`src/rtl/if_stage.sv`:
```
// Instruction-fetch stage: owns the PC and the IF_ID pipeline register, drives a
// request/ready instruction-memory port with arbitrary fetch latency, and applies
// decode-stage redirects, stalls and flushes.
//
// Optional build macro: IF_PERF_CNT_EN
//   When defined, adds fetch_cnt (instructions delivered into IF_ID) and
//   flush_cnt (cycles with an active redirect). Both clear on rst and wrap.
//
// IF_ID layout: [63:32] = PC+4 of the instruction, [31:0] = instruction.
// Every NOP bubble carries (PC after that edge) + 4 so an interrupt taken on a
// bubble still records a correct return address.
module if_stage #(
    parameter logic [31:0] RESET_PC = 32'h8000_0000,
    parameter logic [31:0] INT_PC   = 32'h8000_0004,
    parameter logic [31:0] EXC_PC   = 32'h8000_0008,
    parameter logic [31:0] NOP      = 32'h0000_0000
) (
    input  logic        clk,
    input  logic        rst,
    input  logic        PC_IF_ID_Write,
    input  logic        Z,
    input  logic        J,
    input  logic        JR,
    input  logic        interrupt,
    input  logic        exception,
    input  logic [31:0] branch_target,
    input  logic [31:0] jump_target,
    input  logic [31:0] jr_target,
    output logic        imem_req,
    output logic [31:0] imem_addr,
    input  logic [31:0] imem_rdata,
    input  logic        imem_ready,
    output logic [63:0] IF_ID,
    output logic [31:0] PC
`ifdef IF_PERF_CNT_EN
    ,
    output logic [31:0] fetch_cnt,
    output logic [31:0] flush_cnt
`endif
);

    // FETCH   : request outstanding at PC.
    // DISCARD : a wrong-path request is still outstanding; its data is dropped.
    // HOLD    : an instruction arrived during a stall and waits in buf.
    typedef enum logic [1:0] {
        S_FETCH   = 2'd0,
        S_DISCARD = 2'd1,
        S_HOLD    = 2'd2
    } state_t;

    state_t      state_q, state_d;
    logic [31:0] pc_q, pc_d;
    logic [63:0] if_id_q, if_id_d;
    logic [31:0] buf_q, buf_d;          // instruction captured while stalled
    logic [31:0] pend_q, pend_d;        // redirect target waiting for stale data
    logic [31:0] stale_addr_q, stale_addr_d; // address of the abandoned request

    logic        stall;
    logic        redir;
    logic [31:0] redir_target;
    logic [31:0] redir_plus4;
    logic [31:0] pc_plus4;

    // Redirect decode: exception and interrupt override a stall, control-flow
    // redirects from decode are only honoured when decode is advancing.
    always_comb begin
        stall = ~PC_IF_ID_Write;
        redir = exception | interrupt | (~stall & (J | JR | Z));
        if (exception) begin
            redir_target = EXC_PC;
        end else if (interrupt) begin
            redir_target = INT_PC;
        end else if (JR) begin
            redir_target = jr_target;
        end else if (J) begin
            redir_target = jump_target;
        end else begin
            redir_target = branch_target;
        end
        redir_plus4 = redir_target + 32'd4;
        pc_plus4    = pc_q + 32'd4;
    end

    // Next-state and datapath update for the fetch FSM.
    always_comb begin
        state_d      = state_q;
        pc_d         = pc_q;
        if_id_d      = if_id_q;
        buf_d        = buf_q;
        pend_d       = pend_q;
        stale_addr_d = stale_addr_q;

        case (state_q)
            S_FETCH: begin
                if (redir) begin
                    // Redirect wins over any data returning this cycle.
                    pc_d    = redir_target;
                    if_id_d = {redir_plus4, NOP};
                    if (!imem_ready) begin
                        // Request must run to completion at its original address.
                        pend_d       = redir_target;
                        stale_addr_d = pc_q;
                        state_d      = S_DISCARD;
                    end
                end else if (imem_ready && !stall) begin
                    if_id_d = {pc_plus4, imem_rdata};
                    pc_d    = pc_plus4;
                end else if (imem_ready) begin
                    buf_d   = imem_rdata;
                    state_d = S_HOLD;
                end else if (!stall) begin
                    if_id_d = {pc_plus4, NOP};
                end
            end

            S_DISCARD: begin
                if (redir) begin
                    pend_d = redir_target;
                end
                if (imem_ready) begin
                    state_d = S_FETCH;
                end
                // PC tracks the pending target so the resumed fetch starts there.
                pc_d = pend_d;
                if (redir || !stall) begin
                    if_id_d = {pend_d + 32'd4, NOP};
                end
            end

            S_HOLD: begin
                if (redir) begin
                    pc_d    = redir_target;
                    if_id_d = {redir_plus4, NOP};
                    state_d = S_FETCH;
                end else if (!stall) begin
                    if_id_d = {pc_plus4, buf_q};
                    pc_d    = pc_plus4;
                    state_d = S_FETCH;
                end
            end

            default: begin
                state_d = S_FETCH;
            end
        endcase
    end

    // State register; reset abandons any outstanding request.
    always_ff @(posedge clk) begin
        if (rst) begin
            state_q      <= S_FETCH;
            pc_q         <= RESET_PC;
            if_id_q      <= {RESET_PC + 32'd4, NOP};
            buf_q        <= 32'd0;
            pend_q       <= 32'd0;
            stale_addr_q <= 32'd0;
        end else begin
            state_q      <= state_d;
            pc_q         <= pc_d;
            if_id_q      <= if_id_d;
            buf_q        <= buf_d;
            pend_q       <= pend_d;
            stale_addr_q <= stale_addr_d;
        end
    end

    // Memory port and pipeline outputs derive from registered state only.
    always_comb begin
        imem_req  = (state_q != S_HOLD);
        imem_addr = (state_q == S_DISCARD) ? stale_addr_q : pc_q;
        PC        = (state_q == S_DISCARD) ? pend_q : pc_q;
        IF_ID     = if_id_q;
    end

`ifdef IF_PERF_CNT_EN
    logic        deliver;
    logic [31:0] fetch_cnt_q, fetch_cnt_d;
    logic [31:0] flush_cnt_q, flush_cnt_d;

    // A real instruction enters IF_ID from the memory or from the hold buffer.
    always_comb begin
        deliver = ~redir & ~stall &
                  (((state_q == S_FETCH) & imem_ready) | (state_q == S_HOLD));
        fetch_cnt_d = fetch_cnt_q + (deliver ? 32'd1 : 32'd0);
        flush_cnt_d = flush_cnt_q + (redir ? 32'd1 : 32'd0);
    end

    // Performance counters, free-running with wraparound.
    always_ff @(posedge clk) begin
        if (rst) begin
            fetch_cnt_q <= 32'd0;
            flush_cnt_q <= 32'd0;
        end else begin
            fetch_cnt_q <= fetch_cnt_d;
            flush_cnt_q <= flush_cnt_d;
        end
    end

    assign fetch_cnt = fetch_cnt_q;
    assign flush_cnt = flush_cnt_q;
`endif

endmodule

```
`config.mk`:
```
export PLATFORM = sky130hd
export DESIGN_NAME = if_stage
export DESIGN_NICKNAME = d
export VERILOG_FILES = /design/src/rtl/if_stage.sv
export SDC_FILE = /design/constraint.sdc
export NUM_CORES = 1
export LEC_CHECK = 0
export CAP_MARGIN = 20
export CORE_UTILIZATION = 30
export CTS_CLUSTER_DIAMETER = 60
export DETAILED_ROUTE_END_ITERATION = 7
export PLACE_DENSITY = 0.55
export SYNTH_ARGS = -nofsm -noshare
export SYNTH_HDL_FRONTEND = slang
export SYNTH_SLANG_ARGS = --single-unit
export TNS_END_PERCENT = 1
```
`constraint.sdc`:
```
create_clock -name clk -period 3.4 [get_ports clk]
set_clock_uncertainty 0.1 [all_clocks]
set_input_delay 0.34 -clock clk [delete_from_list [all_inputs] [get_ports clk]]
set_output_delay 0.34 -clock clk [all_outputs]
set_load 0.02 [all_outputs]
```
==> results.toml, run 1 <==
[sta]
maxClockFrequency_mhz = 305
whs_ns = 0.347
hold_viol = 0
setup_viol = 0
max_slew_margin_pct = 44.1
rsz0062_at_grt = "false"
fin_crit_sh_pct = 96.4
finalMaxSlewViolations = 0
worstMarginPinSlew_ns = 0.839
post-route-min-period_ns = 3.28

[min_path]
hp-class = "input port to flop"

[power]
clkPwrFrac_pct = 32.4
irDropWorstVdd_mv = 0.357
p_switching_uw = 2350
power_density_nw_per_um2 = 391
sw_frac_of_total_pct = 35.3
pwr-share-comb_pct = 29.3
internal_power_uw = 4320
pwr-share-seq_pct = 38.4
power_leakage_uw = 0.00664

[floorplan]
row_count = 73
die_area_sq_um = 41100
die_height_um = 203
io_pins = 266
initial_core_util_pct = 30.4
fp.dieW_um = 203
core_sq_um = 39700

[grt]
track_usage_pct = 24.8
grt_max_degree = 122
grt_pass1_vias = 12600
antenna_found_initial = 3
grt_pass1_wl_um = 77500
grt_remaining_overflow = 0

[routing]
totalWireLength_um = 51300
vias = 13500
wire_per_inst_um = 20.1
antenna_left = 0
drc = 0
drt_iter0_markers = 1029
first_pass_iters = 8
vias_per_cell = 5.27

[yosys]
postSynth.asyncResetShare_pct = 0
synth_cell_types = 76
syn_nets = 1813
synth.cell_area_sq_um = 12100
synth_seq_area_share_pct = 32.1
ys_warn_count = 0
synth-seq-cells = 194
postSynthCellCount = 1669
synth_edf_count = 0
syn_avg_cell_area_sq_um = 7.24
ys.flop_type = "dfxtp_1"

[worst_setup_path]
r2r_end = "IF_ID[59]"
r2r_slack_ns = 0.54
cp-end-kind = "flop"
critical_path_depth = 10
crit_start = "exception"
crit_type = "input port to flop"
path_buf_inv = 2
r2r-start = "pc_q[8]"
crit_slowest_cell = "clkdlybuf4s50_1"
cp_cell_sequence = "clkdlybuf4s50_1 -> or2_2 -> a211oi_2 -> mux2_2 -> nand3_1 -> buf_4 -> nor4_1 -> xor2_1 -> a221oi_1 -> nor3_1"
crit_end = "IF_ID[48]"
crit_path_start_kind = "input port"
cpPeakStageDelay_ns = 0.50
cp_max_fo = 11
ff2ff_path_depth = 9
critPathRequiredTime_ns = 3.62
worst_ep_arrival_time_ns = 3.50
cpLargestDelayFamily = "simple AND/OR/NAND/NOR gates"

[run_status]
status = "complete, no violations"

[clock_network]
clkSinkCount = 194
cts_resized = 0
clock_latency_ns = 0.47
cts_setup_buffers = 0
cts.path.max_buffers = 2
cts_tree = "yes"
numCtsBuffers = 17
ctsHoldBuffers = 0
path_clk_slew_ns = 0.08
clock_tree.root_cell = "clkbuf_16"
htree_levels = 4

[cells_and_area]
final_common_cell = "nand2_1"
n_fill_cell = 4128
drive_gt1_share_pct = 14.6
postLayoutCoreUtil_pct = 43.0
final_cell_mix = "nand2_1 (354), clkdlybuf4s50_1 (262), dfxtp_1 (194)"
area_delta_synth_final_pct = 41.3
regArea_sq_um = 3880
finalNetCount = 2159
final_cell_area_sq_um = 17100
multiInputGateArea_sq_um = 7600

[job]
max_cap_violations = 0

[place]
gp_congestion = 0.947
dp_hpwl_um = 39600
placement.io_buffers = 265
placed_cell_area_sq_um = 16500
[cell type report]
cell class              count  share of cell area, %
multi-input cells        1326                   44.5
repair buffers            465                   25.0
flip-flops and latches    194                   22.7
well taps                 525                   3.85
clock buffers              17                   2.49
clock inverters            15                   1.13
inverters                  11                  0.242
diodes                      1                 0.0147
[state kept, by name, indices dropped and copies added, names as in the netlist]
register and cells:
stale_addr_q 32, IF_ID 64, pc_q 32, state_q 2, pend_q 32, buf_q 32
[Yosys cell counts (20+ instances only)]
cell,instances,area [sq um]
a211oi_1,21,158
a21oi_1,156,781
a221oi_1,42,368
clkbuf_1,106,398
dfxtp_1,194,3880
mux2_2,26,293
mux2i_1,45,450
nand2_1,354,1330
nand2b_1,61,382
nand3_1,59,295
nand4_1,20,125
nor2_1,157,589
nor3_1,64,320
o211ai_1,29,218
o21ai_0,72,360
xor2_1,27,236
[worst min-delay path: cells and delay by family]
family | cells | cell delay, ns
buf+inv | 2 | 0.36
compound gates | 1 | 0.16
[routing by layer]
| layer | vias up | global-route usage [%] | routed length, um |
|---|---|---|---|
| li1 | 6586 | - | - |
| met1 | 6326 | 37.5 | 25400 |
| met2 | 504 | 34.4 | 20800 |
| met3 | 42 | 5.65 | 4090 |
| met4 | 0 | 6.61 | 962 |
| met5 | - | 0 | 0 |
[kinds of logic (layout without fill, tap and decap cells)]
group | Yosys count | count (layout) | share of synthesized area, %
and+or+nand+nor | 803 | 803 | 30.7
muxes | 74 | 74 | 6.49
xor gates and xnor gates | 45 | 45 | 3.26
other | 0 | 1 | 0
DFF | 194 | 194 | 32.1
adders and majority gates | 7 | 7 | 0.725
AOI/OAI and AO/OA | 397 | 397 | 21.3
buffers and inverters | 149 | 508 | 5.37
[metrics by stage]
stage	worst slack, ns	instances	TNS, ns	total power, uW
after floorplan	0.134	1669	0	3560
after global placement	-0.168	2521	-0.620	4530
after detailed placement	-0.223	2521	-1.21	4540
after CTS	0.159	2553	0	6700
after global routing	0.0137	2554	0	6960
final	0.124	2554	0	6670
[power groups by stage]
stage	clock (uW)	combinational [uW]	sequential (uW)
finish	2160	1950	2560
global placement	0	1930	2610
floorplan	0	961	2600
global route	2290	2100	2580
detailed placement	0	1930	2610
CTS	2200	1940	2560
[worst min-delay path by stage]
| stage | start | endpoint | depth (start not counted) |
|---|---|---|---|
| detailed placement | stale_addr_q[12] | stale_addr_q[12] | 2 |
| finish | rst | buf_q[0] | 3 |
| CTS | imem_rdata[24] | buf_q[24] | 3 |
| floorplan | buf_q[0] | buf_q[0] | 2 |
| global placement | buf_q[14] | buf_q[14] | 2 |
| global route | imem_rdata[16] | buf_q[16] | 3 |
Power figures use the tool's default switching activity.
==> run 2, diff against run 1 <==
--- a/config.mk
+++ b/config.mk
@@ -6,10 +6,12 @@
 export NUM_CORES = 1
 export LEC_CHECK = 0
 export CAP_MARGIN = 20
-export CORE_UTILIZATION = 30
+export CELL_PAD_IN_SITES_DETAIL_PLACEMENT = 1
+export CELL_PAD_IN_SITES_GLOBAL_PLACEMENT = 2
+export CORE_UTILIZATION = 26
 export CTS_CLUSTER_DIAMETER = 60
 export DETAILED_ROUTE_END_ITERATION = 7
-export PLACE_DENSITY = 0.55
+export PLACE_DENSITY = 0.79
 export SYNTH_ARGS = -nofsm -noshare
 export SYNTH_HDL_FRONTEND = slang
 export SYNTH_SLANG_ARGS = --single-unit
==> results.toml, run 2 (synthesis results as in run 1) <==
[routing]
drt_iter0_markers = 826
vias = 13600
totalWireLength_um = 56600
first_pass_iters = 5
drc = 0
wire_per_inst_um = 21.7
antenna_left = 0
vias_per_cell = 5.22

[worst_setup_path]
r2r_slack_ns = 0.43
crit_slowest_cell = "clkdlybuf4s50_1"
cpMostUsedCell = "buf_4"
critical_path_depth = 12
ff2ff_path_depth = 8
crit_start = "PC_IF_ID_Write"
cp_cell_sequence = "clkdlybuf4s50_1 -> o31a_2 -> o2111ai_1 -> buf_4 -> or3_1 -> nor4_4 -> buf_4 -> buf_4 -> nand4_1 -> mux2i_1 -> a21oi_1 -> a21oi_1"
critPathRequiredTime_ns = 3.72
crit_end = "IF_ID[57]"
cp-end-kind = "flop"
r2r_end = "IF_ID[56]"
cpPeakStageDelay_ns = 0.61
path_buf_inv = 4
cpLargestDelayFamily = "buffers and inverters"
worst_ep_arrival_time_ns = 3.63
r2r-start = "pc_q[8]"
crit_path_start_kind = "input port"
cp_max_fo = 6
crit_type = "input port to flop"

[place]
dpl.cell_count = 2580
dp_hpwl_um = 44100
gp_congestion = 0.961
placement.io_buffers = 265

[cells_and_area]
largest_reg_flops = 64
finalNonFillerCells = 2613
finalNetCount = 2143
postLayoutCoreUtil_pct = 37.2
drive_gt1_share_pct = 13.9
area_delta_synth_final_pct = 40.4
final_common_cell = "nand2_1"
n_fill_cell = 5592
final_cell_mix = "nand2_1 (354), clkdlybuf4s50_1 (262), dfxtp_1 (194)"

[grt]
grt_pass1_vias = 13800
grt_remaining_overflow = 0
track_usage_pct = 23.9
antenna_found_initial = 0
grt_pass1_wl_um = 85200
grt_max_degree = 94

[sta]
fin_crit_sh_pct = 97.4
maxClockFrequency_mhz = 302
hold_viol = 0
worstMarginPinSlew_ns = 0.984
finalMaxSlewViolations = 0
max_slew_margin_pct = 34.3
whs_ns = 0.108
post-route-min-period_ns = 3.31
setup_viol = 0
rsz0062_at_grt = "false"

[floorplan]
die_height_um = 218
die_area_sq_um = 47300
io_pins = 266
core_sq_um = 45600
initial_core_util_pct = 26.5
row_count = 78
fp.dieW_um = 218

[clock_network]
clkSinkCount = 194
clock_latency_ns = 0.50
cts_setup_buffers = 0
ctsHoldBuffers = 0
cts_resized = 0
path_clk_slew_ns = 0.08
numCtsBuffers = 17
htree_levels = 4
clock_tree.root_cell = "clkbuf_16"
cts.path.max_buffers = 2
cts_tree = "yes"

[power]
irDropWorstVdd_mv = 0.337
clkPwrFrac_pct = 31.5
p_switching_uw = 2400
pwr-share-seq_pct = 38.6
power_leakage_uw = 0.00653
pwr-share-comb_pct = 29.9
sw_frac_of_total_pct = 36.2
power_density_nw_per_um2 = 391
internal_power_uw = 4230

[run_status]
status = "complete, no violations"

[min_path]
hp-class = "input port to flop"

[job]
max_cap_violations = 0
## run 2: cell count changes in the layout (fill, tap and decap cells not counted)
cell        delta
buf_12         -3
buf_4         -13
bufinv_16      -1
clkbuf_8       +1
clkinv_4       -1
clkinv_8       -2
clkinvlp_4     +1
inv_6          +5
inv_8          -3
## run 2: worst reg2reg max path: cells and delay by family (launching register included)
family	cells	cell delay (ns)
AO/OA/AOI/OAI	3	0.72
XOR/XNOR	1	0.21
flip-flops	1	0.49
multiplexers	1	0.17
AND/OR/NAND/NOR	3	1.17
## run 2: layout make-up
| cell class | instances | area [sq um] | area share (%) |
|---|---|---|---|
| tap | 600 | 751 | 4.42 |
| multi-input combinational | 1326 | 7600 | 44.8 |
| clock inverter | 14 | 139 | 0.819 |
| sequential | 194 | 3880 | 22.9 |
| timing repair buffer | 449 | 4110 | 24.2 |
| inverter | 11 | 41.3 | 0.243 |
| antenna | 1 | 2.50 | 0.0147 |
| clock buffer | 18 | 439 | 2.59 |
## run 2: power groups by stage
stage / sequential, uW / combinational (uW) / clock [uW]
CTS: 2560 / 1980 / 2140
global route: 2580 / 2120 / 2250
detailed placement: 2610 / 1970 / 0
global placement: 2600 / 1950 / 0
finish: 2560 / 1980 / 2090
floorplan: 2600 / 961 / 0
## run 2: worst min path at each step
stage                       end  cells past startpoint             start  slack (ns)
6_report               buf_q[9]                      2               rst        0.11
5_1_grt                buf_q[9]                      2               rst         0.1
4_1_cts                buf_q[9]                      2               rst        0.08
3_5_place_dp   stale_addr_q[24]                      2  stale_addr_q[24]        0.35
3_3_place_gp           buf_q[2]                      2          buf_q[2]        0.34
2_1_floorplan          buf_q[0]                      2          buf_q[0]        0.34
## run 2: per-layer routing
metal	share of wire [%]	GRT usage, %	vias to the layer above	wire, um
met5	0	0	-	0
met4	1.2	5.38	0	696
met3	6.0	4.34	31	3420
met2	43	35.6	385	24500
met1	49	35.3	6694	28000
li1	-	-	6537	-
## run 2: metrics by stage
step	setup slack (ns)	total power, uW	cell area [sq um]	TNS [ns]
final	0.0886	6630	17000	0
after CTS	0.118	6680	17000	0
after detailed placement	-0.249	4580	16400	-2.76
after global routing	0.0136	6950	17000	0
after global placement	-0.222	4550	16400	-0.618
after floorplan	0.134	3560	12100	0
==> patch: new RTL, config.mk and constraints of run 1 <==
`EXC_PC`: 32'h8000_0008 -> 32'h40000004.
--- a/src/rtl/if_stage.sv
+++ b/src/rtl/if_stage.sv
@@ -13,5 +13,5 @@
     parameter logic [31:0] RESET_PC = 32'h8000_0000,
     parameter logic [31:0] INT_PC   = 32'h8000_0004,
-    parameter logic [31:0] EXC_PC   = 32'h8000_0008,
+    parameter logic [31:0] EXC_PC   = 32'h40000004,
     parameter logic [31:0] NOP      = 32'h0000_0000
 ) (
Formal check against the unedited RTL: not equivalent (Yosys sat finds a counterexample within 4 cycles, from zero or initial values and one cycle with rst high).
==> patch against run 1 <==
- power is 4.9% higher
- design area is 1.0% lower
- via count hardly changed
- maximum frequency is 2.5% higher
- routed wire length is 1.7% higher
- setup slack better by 0.080 ns
- highest routed layer is now met5
- global-route usage hardly changed
- critical path depth is 5 lower
- area after synthesis is 1.2% higher
- sequential cell count stayed put
==> patch: results (changes against run 1) <==
* Yosys top cell area share at 31.8% (-0.37 points)
* Synth cell types at 87 (+14%)
* Syn Nets at 1836 (+1.3%)
* CP arrival at 2.76 ns (-0.74 ns)
* P_leak at 6.47 nW (-2.6%)
* Slew headroom at 45.6% (+1.5 points)
* Clock transition at path regs at 0.08 ns (about the same)
* Largest register FFs at 64 (unchanged)
* Largest net degree at the start of global routing at 87 (-29%)
* Placement Setup Slack at -0.298 ns (-0.0749 ns)
* Layout cells sized above 1 at 12.5% (-2.1 points)
* Yosys warning total at 0 (unchanged)
* CTS Root Cell: clkbuf_16
* Worst reg2reg setup slack at 0.50 ns (-0.04 ns)
* Initial antenna violation count at 1 (-2)
* Htree depth at 4 (unchanged)
* Worst skew pair latency at 0.47 ns (about the same)
* Fmax at 313 MHz (+2.5%)
* Synth top cells by count: nand2_1 (373), dfxtp_1 (194), nor2_1 (160)
* Global Route Usage Sum at 24.8% (+0.031 points)
* Clock buffer depth at 2 (unchanged)
* Maximum fanout along the worst path at 59 (+48)
* R2R depth at 9 (unchanged)
* Number of buffers created by CTS at 17 (unchanged)
* Final std cells w/o fill at 2529 (-0.98%)
* Sequential share of the synthesized area at 31.8% (-0.37 points)
* Initial DRC Count at 1070 (+4.0%)
* Synth Instances at 1692 (+1.4%)
* Run status: completed
* Ant. Diodes at 0 (-1)
* Final layout net count at 2135 (-1.1%)
* Synth area leaders: dfxtp_1 (32%), nand2_1 (11%), a21oi_1 (6.4%)
* Number of port buffers at 265 (unchanged)
* Async S/R FF share, synth at 0% (unchanged)
* First-pass GRT wire length at 78000 microns (+0.73%)
* Avg WL per Cell at 20.6 microns (+2.7%)
* WHS Path Cells at 2 (-1)
* DP HPWL at 40400 microns (+1.9%)
* Vias at 13.4k (-0.089%)
* Post CTS Setup Buffer Count at 0 (unchanged)
* Hold WC Path Type: primary input to register
* Maximum vdd drop at 0.395 mV (+10%)
* Placer Congestion at 0.945 (-0.16%)
* FILL cells at 4155 (+0.65%)
* Total iterations of the first detailed-routing run at 5 (-3)
-- patch: timing repair --
| action | CTS | global route |
|---|---|---|
| setup endpoints to repair | 0 | 2 |
| endpoints found under the hold margin | 0 | 0 |
| gates resized for setup | 0 | 1 |
-- patch: layer usage --
metal	share of wire (%)	vias up	wire length [microns]	global-route usage, %
met5	0.023	-	12	0
met4	1.0	2	534	4.94
met3	9.7	32	5060	7.72
met2	40	535	20600	33.4
met1	50	6349	25900	37.8
li1	-	6528	-	-
-- patch: layout make-up --
cell class,count,area share [%]
multi-input combinational,1340,45.9
inverter,12,0.267
tap,525,3.89
sequential,194,23.0
clock buffer,17,2.52
timing repair buffer,426,23.5
clock inverter,15,0.978
-- patch: cell families (layout without fill, tap and decap cells) --
kind of cell / Yosys count / in the layout / synth area share (%)
AOI/OAI and AO/OA: 374 / 374 / 20.4
buffers and inverters: 158 / 470 / 5.36
muxes: 70 / 70 / 6.00
and+or+nand+nor: 835 / 835 / 31.8
xor gates and xnor gates: 54 / 54 / 3.87
adders and majority gates: 7 / 7 / 0.716
DFF: 194 / 194 / 31.8
-- patch: metrics by stage --
step	total power [W]	instance area (sq um)	utilization, %	hold WS [ns]
after global placement	0.00495	16300	40.7	0.341
after floorplan	0.00385	12300	-	0.336
after CTS	0.00702	16900	42.2	0.269
after detailed placement	0.00497	16300	40.7	0.347
final	0.00700	16900	42.2	0.279
after global routing	0.00732	16900	42.2	0.283
-- patch: worst paths after layout --
kind                                        from          endpoint
worst min register to register  stale_addr_q[27]  stale_addr_q[27]
worst max register to register           pc_q[9]         IF_ID[53]
worst min-delay path                         rst        state_q[1]
worst max-delay path                  state_q[0]     imem_addr[14]
-- patch: critical path, stage by stage, from the launching register on --
cell	delay (ns)
dfxtp_1	0.49
ha_4	0.65
buf_4	0.30
nand2b_1	0.15
nand2_1	0.10
clkdlybuf4s50_1	0.55
-- patch: where the power goes --
group          total [W]  leakage (nW)  internal [W]  switching [W]
combinational    0.00231          4.61      0.000970        0.00134
clock            0.00206         0.283      0.000987        0.00107
sequential       0.00262          1.58       0.00243       0.000188
total            0.00700          6.47       0.00439        0.00261
